File: config.mk
export PLATFORM = sky130hd
export DESIGN_NAME = dec_correct_stage
export DESIGN_NICKNAME = d
export VERILOG_FILES = /design/src/rtl/dec_pkg.sv /design/src/rtl/dec_sat_counter.sv /design/src/rtl/dec_correct_stage.sv
export SDC_FILE = /design/constraint.sdc
export NUM_CORES = 1
export LEC_CHECK = 0
export CORE_UTILIZATION = 40
export CTS_BUF_LIST = sky130_fd_sc_hd__clkbuf_2 sky130_fd_sc_hd__clkbuf_4 sky130_fd_sc_hd__clkbuf_8
export CTS_CLUSTER_DIAMETER = 50
export DETAILED_ROUTE_END_ITERATION = 10
export PLACE_DENSITY = 0.78
export SYNTH_ARGS = -nofsm -noshare
export SYNTH_HDL_FRONTEND = slang
export SYNTH_SLANG_ARGS = --single-unit
File: constraint.sdc
create_clock -name clk -period 1.8 [get_ports clk]
set_input_delay 0.36 -clock clk [delete_from_list [all_inputs] [get_ports clk]]
set_output_delay 0.36 -clock clk [all_outputs]
set_load 0.01 [all_outputs]
File: src/rtl/dec_pkg.sv
`default_nettype none
// ============================================================================
// Module   : dec_pkg
// Brief    : Shared error-class and status encodings for the decoder datapath.
// Revision : 1.0
// ============================================================================
package dec_pkg;

    typedef enum logic [1:0] {
        ERR_NONE   = 2'b00,
        ERR_SINGLE = 2'b01,
        ERR_DOUBLE = 2'b10,
        ERR_RSVD   = 2'b11
    } err_kind_t;

    typedef enum logic [1:0] {
        ST_CLEAN     = 2'b00,
        ST_CORRECTED = 2'b01,
        ST_UNCORR    = 2'b10
    } dec_status_t;

endpackage
`default_nettype wire

File: src/rtl/dec_sat_counter.sv
`default_nettype none
// ============================================================================
// Module   : dec_sat_counter
// Brief    : Saturating event counter; clear wins over a same-cycle increment.
// Revision : 1.0
// ============================================================================
module dec_sat_counter #(
    parameter int CNT_W = 16
) (
    input  logic             clk,
    input  logic             rst,
    input  logic             inc,
    input  logic             clr,
    output logic [CNT_W-1:0] cnt
);

    localparam logic [CNT_W-1:0] C_CNT_MAX = '1;
    localparam logic [CNT_W-1:0] C_CNT_ONE = {{(CNT_W-1){1'b0}}, 1'b1};

    logic [CNT_W-1:0] cnt_q;
    logic [CNT_W-1:0] cnt_d;

    always_comb begin
        cnt_d = cnt_q;
        if (clr) begin
            cnt_d = '0;
        end else if (inc && (cnt_q != C_CNT_MAX)) begin
            cnt_d = cnt_q + C_CNT_ONE;
        end
    end

    always_ff @(posedge clk or negedge rst) begin
        if (!rst) begin
            cnt_q <= '0;
        end else begin
            cnt_q <= cnt_d;
        end
    end

    assign cnt = cnt_q;

endmodule
`default_nettype wire

File: src/rtl/dec_correct_stage.sv
`default_nettype none
// ============================================================================
// Module   : dec_correct_stage
// Brief    : Registered valid/ready single-bit correction stage with stats.
// Revision : 1.0
// ============================================================================
module dec_correct_stage
    import dec_pkg::*;
#(
    parameter int DATA_WIDTH = 32,
    parameter int POS_W      = 5,
    parameter int CNT_W      = 16
) (
    input  logic                  clk,
    input  logic                  rst,
    input  logic                  in_valid,
    output logic                  in_ready,
    input  logic [DATA_WIDTH-1:0] codeword,
    input  logic [POS_W-1:0]      err_pos,
    input  logic [1:0]            err_kind,
    output logic                  out_valid,
    input  logic                  out_ready,
    output logic [DATA_WIDTH-1:0] data_out,
    output logic [1:0]            out_status,
    output logic [CNT_W-1:0]      corr_cnt,
    output logic [CNT_W-1:0]      uncorr_cnt,
    input  logic                  cnt_clr
);

    // One extra bit so DATA_WIDTH == 2**POS_W still compares correctly.
    localparam logic [POS_W:0]        C_DATA_WIDTH = (POS_W+1)'(DATA_WIDTH);
    localparam logic [DATA_WIDTH-1:0] C_BIT0       = {{(DATA_WIDTH-1){1'b0}}, 1'b1};

    err_kind_t             w_kind;
    logic                  w_in_range;
    logic [DATA_WIDTH-1:0] w_flip_mask;
    logic                  w_accept;
    logic                  w_inc_corr;
    logic                  w_inc_uncorr;

    logic                  valid_q;
    logic                  valid_d;
    logic [DATA_WIDTH-1:0] data_q;
    logic [DATA_WIDTH-1:0] data_d;
    dec_status_t           status_q;
    dec_status_t           status_d;

    assign w_kind      = err_kind_t'(err_kind);
    assign w_in_range  = ({1'b0, err_pos} < C_DATA_WIDTH);
    assign w_flip_mask = w_in_range ? (C_BIT0 << err_pos) : '0;

    assign in_ready = !valid_q || out_ready;
    assign w_accept = in_valid && in_ready;

    always_comb begin
        data_d   = codeword;
        status_d = ST_CLEAN;
        case (w_kind)
            ERR_NONE: begin
                status_d = ST_CLEAN;
            end
            ERR_SINGLE: begin
                if (w_in_range) begin
                    data_d   = codeword ^ w_flip_mask;
                    status_d = ST_CORRECTED;
                end else begin
                    status_d = ST_UNCORR;
                end
            end
            default: begin
                status_d = ST_UNCORR;
            end
        endcase
    end

    // A retiring beat is replaced in place when a new one is accepted.
    assign valid_d = w_accept || (valid_q && !out_ready);

    always_ff @(posedge clk or negedge rst) begin
        if (!rst) begin
            valid_q  <= 1'b0;
            data_q   <= '0;
            status_q <= ST_CLEAN;
        end else begin
            valid_q <= valid_d;
            if (w_accept) begin
                data_q   <= data_d;
                status_q <= status_d;
            end
        end
    end

    assign out_valid  = valid_q;
    assign data_out   = data_q;
    assign out_status = status_q;

    // Counting at accept keeps statistics independent of downstream stalls.
    assign w_inc_corr   = w_accept && (status_d == ST_CORRECTED);
    assign w_inc_uncorr = w_accept && (status_d == ST_UNCORR);

    dec_sat_counter #(
        .CNT_W (CNT_W)
    ) u_corr_cnt (
        .clk (clk),
        .rst (rst),
        .inc (w_inc_corr),
        .clr (cnt_clr),
        .cnt (corr_cnt)
    );

    dec_sat_counter #(
        .CNT_W (CNT_W)
    ) u_uncorr_cnt (
        .clk (clk),
        .rst (rst),
        .inc (w_inc_uncorr),
        .clr (cnt_clr),
        .cnt (uncorr_cnt)
    );

endmodule
`default_nettype wire

==> out/qor.csv <==
stage,metric,value,unit
run_status,status,finished clean,
clock_tree,Max Buffers Root-to-Sink,2,
clock_tree,CTS tree,built,
routing,ANT nets after route,0,
logic_synthesis,leading area contributor after synthesis,dfrtp_1,
logic_synthesis,yosys warns,0,
die,Die Wd,99.7,um
placed_design,port bufs,111,
logic_synthesis,Netlist cell types,55,
worst_setup_path,critical-path cell list,and4_2 > and4b_2 > or4_1 > a21oi_2,
logic_synthesis,Syn Nets,453,
timing,Setup-failing EPs final,0,
global_routing,total gr overflow,0,
timing,slew margin rel.,0.753,
timing,fin crit share,0.981,
worst_setup_path,worst-path fanout max,7,
worst_setup_path,flop-to-flop setup slack,0.03,ns
power_and_ir_drop,maximum VDD drop,0.510,mV
die,core area,9240,sq um
global_routing,number of global-route vias before repair,3617,
logic_synthesis,"Seq/Total Area, Yosys",0.439,
timing,setup TNS,0,ns
worst_setup_path,Arrival @ worst endpoint,2.03,ns
clock_tree,cts bufs inserted,9,
final_layout,final cell area excluding filler cells,5740,sq um
die,Starting Density,0.413,
timing,max-slew violations,0,
logic_synthesis,Area contributors post-synth,"dfrtp_1 44%, o21ai_0 5.1%, nand2_1 5.0%, xor2_1 3.7%, xnor2_1 3.4%",
die,die area,9940,sq um
placed_design,RePlAce Congestion,0.914,
final_layout,Fillers,761,
timing,Fin. Hold Viols,0,
logic_synthesis,"EDFF count, synth",0,
clock_tree,Worst-path clk slew,0.07,ns
timing,Final WS setup,0.0340,ns
logic_synthesis,top cell type's share of synthesized area,0.439,
timing,Clock Skews,0.00952,ns
clock_tree,clk_lat worst skew,0.34,ns
clock_tree,Root Driver,clkbuf_8,
power_and_ir_drop,pwr dens,644,nW/um^2
clock_tree,H-Tree Depth,3,
placed_design,placed cell count,679,
final_layout,share of cells above drive strength 1,0.206,
final_layout,Layout Cells excl Fill,698,
worst_setup_path,Worst EP required,2.07,ns
logic_synthesis,fraction of registers with async set/reset,1.00,
timing,minimum hold slack,0.0303,ns
timing,Max Clk Rate,0.566,GHz
logic_synthesis,Synth Register Bits,67,
global_routing,initial antenna violation count,0,
routing,WL/cell,15.6,um
logic_synthesis,synthesized area per cell,9.38,sq um
placed_design,Placed Area,5420,sq um
worst_setup_path,CP max-delay cell,or4_1,
die,Cell Rows,35,
die,Top Ports,112,
global_routing,first-pass GRT wire length,17.6,mm
timing,minimum clock period,1.77,ns
logic_synthesis,top_reg_cell synth,dfrtp_1,
final_layout,Ant. Diodes,0,
job,Max-Cap Viols,0,
power_and_ir_drop,Pleak,2.36,nW
worst_setup_path,Critical Path Start,u_corr_cnt.cnt[5],
routing,DR vias,3736,
worst_setup_path,R2R depth,4,
worst_setup_path,"slowest stage delay, CP",0.53,ns
worst_setup_path,reg-to-reg endpoint,u_corr_cnt.cnt[4],
final_layout,final cell utilization of the core,0.622,
min_path,Worst Hold Class,in2async,
routing,drt drc,0,
placed_design,hpwl dp,7.86,mm
logic_synthesis,Synth Cell Area,3820,sq um
worst_setup_path,Buffers & Inverters on Critical Path,0,
timing,slew at the pin closest to its max-slew limit,0.362,ns
placed_design,"worst slack, placed",-0.364,ns
routing,DRT iter0 DRCs,211,
routing,final wirelength,10.9,mm
clock_tree,Clock Sinks,67,
routing,drt pass-1 iters,6,
routing,post-DR vias/cell,5.35,
worst_setup_path,Critical Setup Path Class,reg2reg,
worst_setup_path,R2R Path Start,u_corr_cnt.cnt[5],
global_routing,largest net degree at the start of global routing,68,
power_and_ir_drop,total power,3.70,mW
worst_setup_path,Crit. End Element,flop,
die,Die H,99.7,um
final_layout,synth-to-layout area growth,50.5,%
worst_setup_path,startpoint types,flop,
worst_setup_path,CP top delay family,simple AND/OR/NAND/NOR gates,
logic_synthesis,post-synthesis cell count,407,
final_layout,final-stage net count,610,
global_routing,gr usage total,0.225,
## worst register-to-register path: stages (launching register included)
cell	delay (ns)
dfrtp_1	0.40
and4_2	0.30
and4b_2	0.32
or4_1	0.53
a21oi_2	0.16
## flip-flops by register name, summed over array words and instances, names as in the netlist
register	cells
out_valid	1
u_corr_cnt.cnt	16
out_status	2
data_out	32
u_uncorr_cnt.cnt	16
## final cells by class
type                    instances  area, sq um  share of cell area
inverters                       7         26.3             0.00457
well taps                     129          161              0.0281
clock buffers                  12          159              0.0277
clock inverters                 4         48.8             0.00849
flip-flops and latches         67         1680               0.293
multi-input cells             310         2080               0.361
repair buffers                169         1590               0.277
## worst max-delay path by stage
stage	end	slack [ns]	depth (start not counted)
floorplan	u_corr_cnt.cnt[6]	0.03	6
global route	u_uncorr_cnt.cnt[14]	-0.04	5
global placement	u_uncorr_cnt.cnt[13]	-0.31	6
finish	u_corr_cnt.cnt[4]	0.03	4
detailed placement	u_uncorr_cnt.cnt[15]	-0.36	6
CTS	u_uncorr_cnt.cnt[14]	0.003	5
## cells in the mapped netlist, drive strengths merged, types with 2 or more instances
library cell and number:
xnor2 15, ha 2, nand2 51, clkbuf 16
nor3 14, xor2 16, nand4 15, inv 7
mux2 7, buf 7, nand3 22, or4 12
a41oi 2, o31ai 9, o21ai 39, dfrtp 67
o41ai 3, and2 3, nor2 15, nor4 16
and4 7, o311ai 2, a21oi 18, and3 3
nor2b 9, nand2b 6, or3 7
## kinds of logic (layout without fill, tap and decap cells)
kind of cell	after synthesis	in the layout	share of synthesized area
AO/OA/AOI/OAI	82	82	0.134
XOR/XNOR	31	31	0.0711
buffers and inverters	30	192	0.0413
flip-flops	67	67	0.439
adder cells (fa/ha/maj)	2	2	0.00655
AND/OR/NAND/NOR	187	187	0.285
multiplexers	8	8	0.0233
## cells in the final DEF (no fill, tap or decap), types with 14 or more instances in the layout
cell and count:
o21ai_0 39, dfrtp_1 64, buf_4 53, xnor2_1 15, a21oi_1 16, nand3_1 20
xor2_1 16, clkdlybuf4s50_1 103, nor3_1 14, nor2_1 15, nand2_1 49
## metal layers
metal,GRT usage,wire length [um],vias to the layer above
li1,-,-,1799
met1,0.285,4550,1767
met5,0,0,-
met2,0.369,5250,159
met3,0.0696,973,11
met4,0.0679,117,0
## report_power, final
group / leakage, nW / switching (mW) / internal [mW] / total (mW)
Sequential: 0.871 / 0.0631 / 1.61 / 1.67
Clock: 0.110 / 0.575 / 0.729 / 1.30
Combinational: 1.38 / 0.330 / 0.392 / 0.722
Total: 2.36 / 0.968 / 2.73 / 3.70
## repair_timing
item                                    4_1_cts  5_1_grt
pin swaps                                     0        3
setup buffers                                 1        2
endpoints found under the setup margin        6       22
gates resized for setup                       6       23
hold buffers                                  0        0
(Power assumes the default switching activity.)
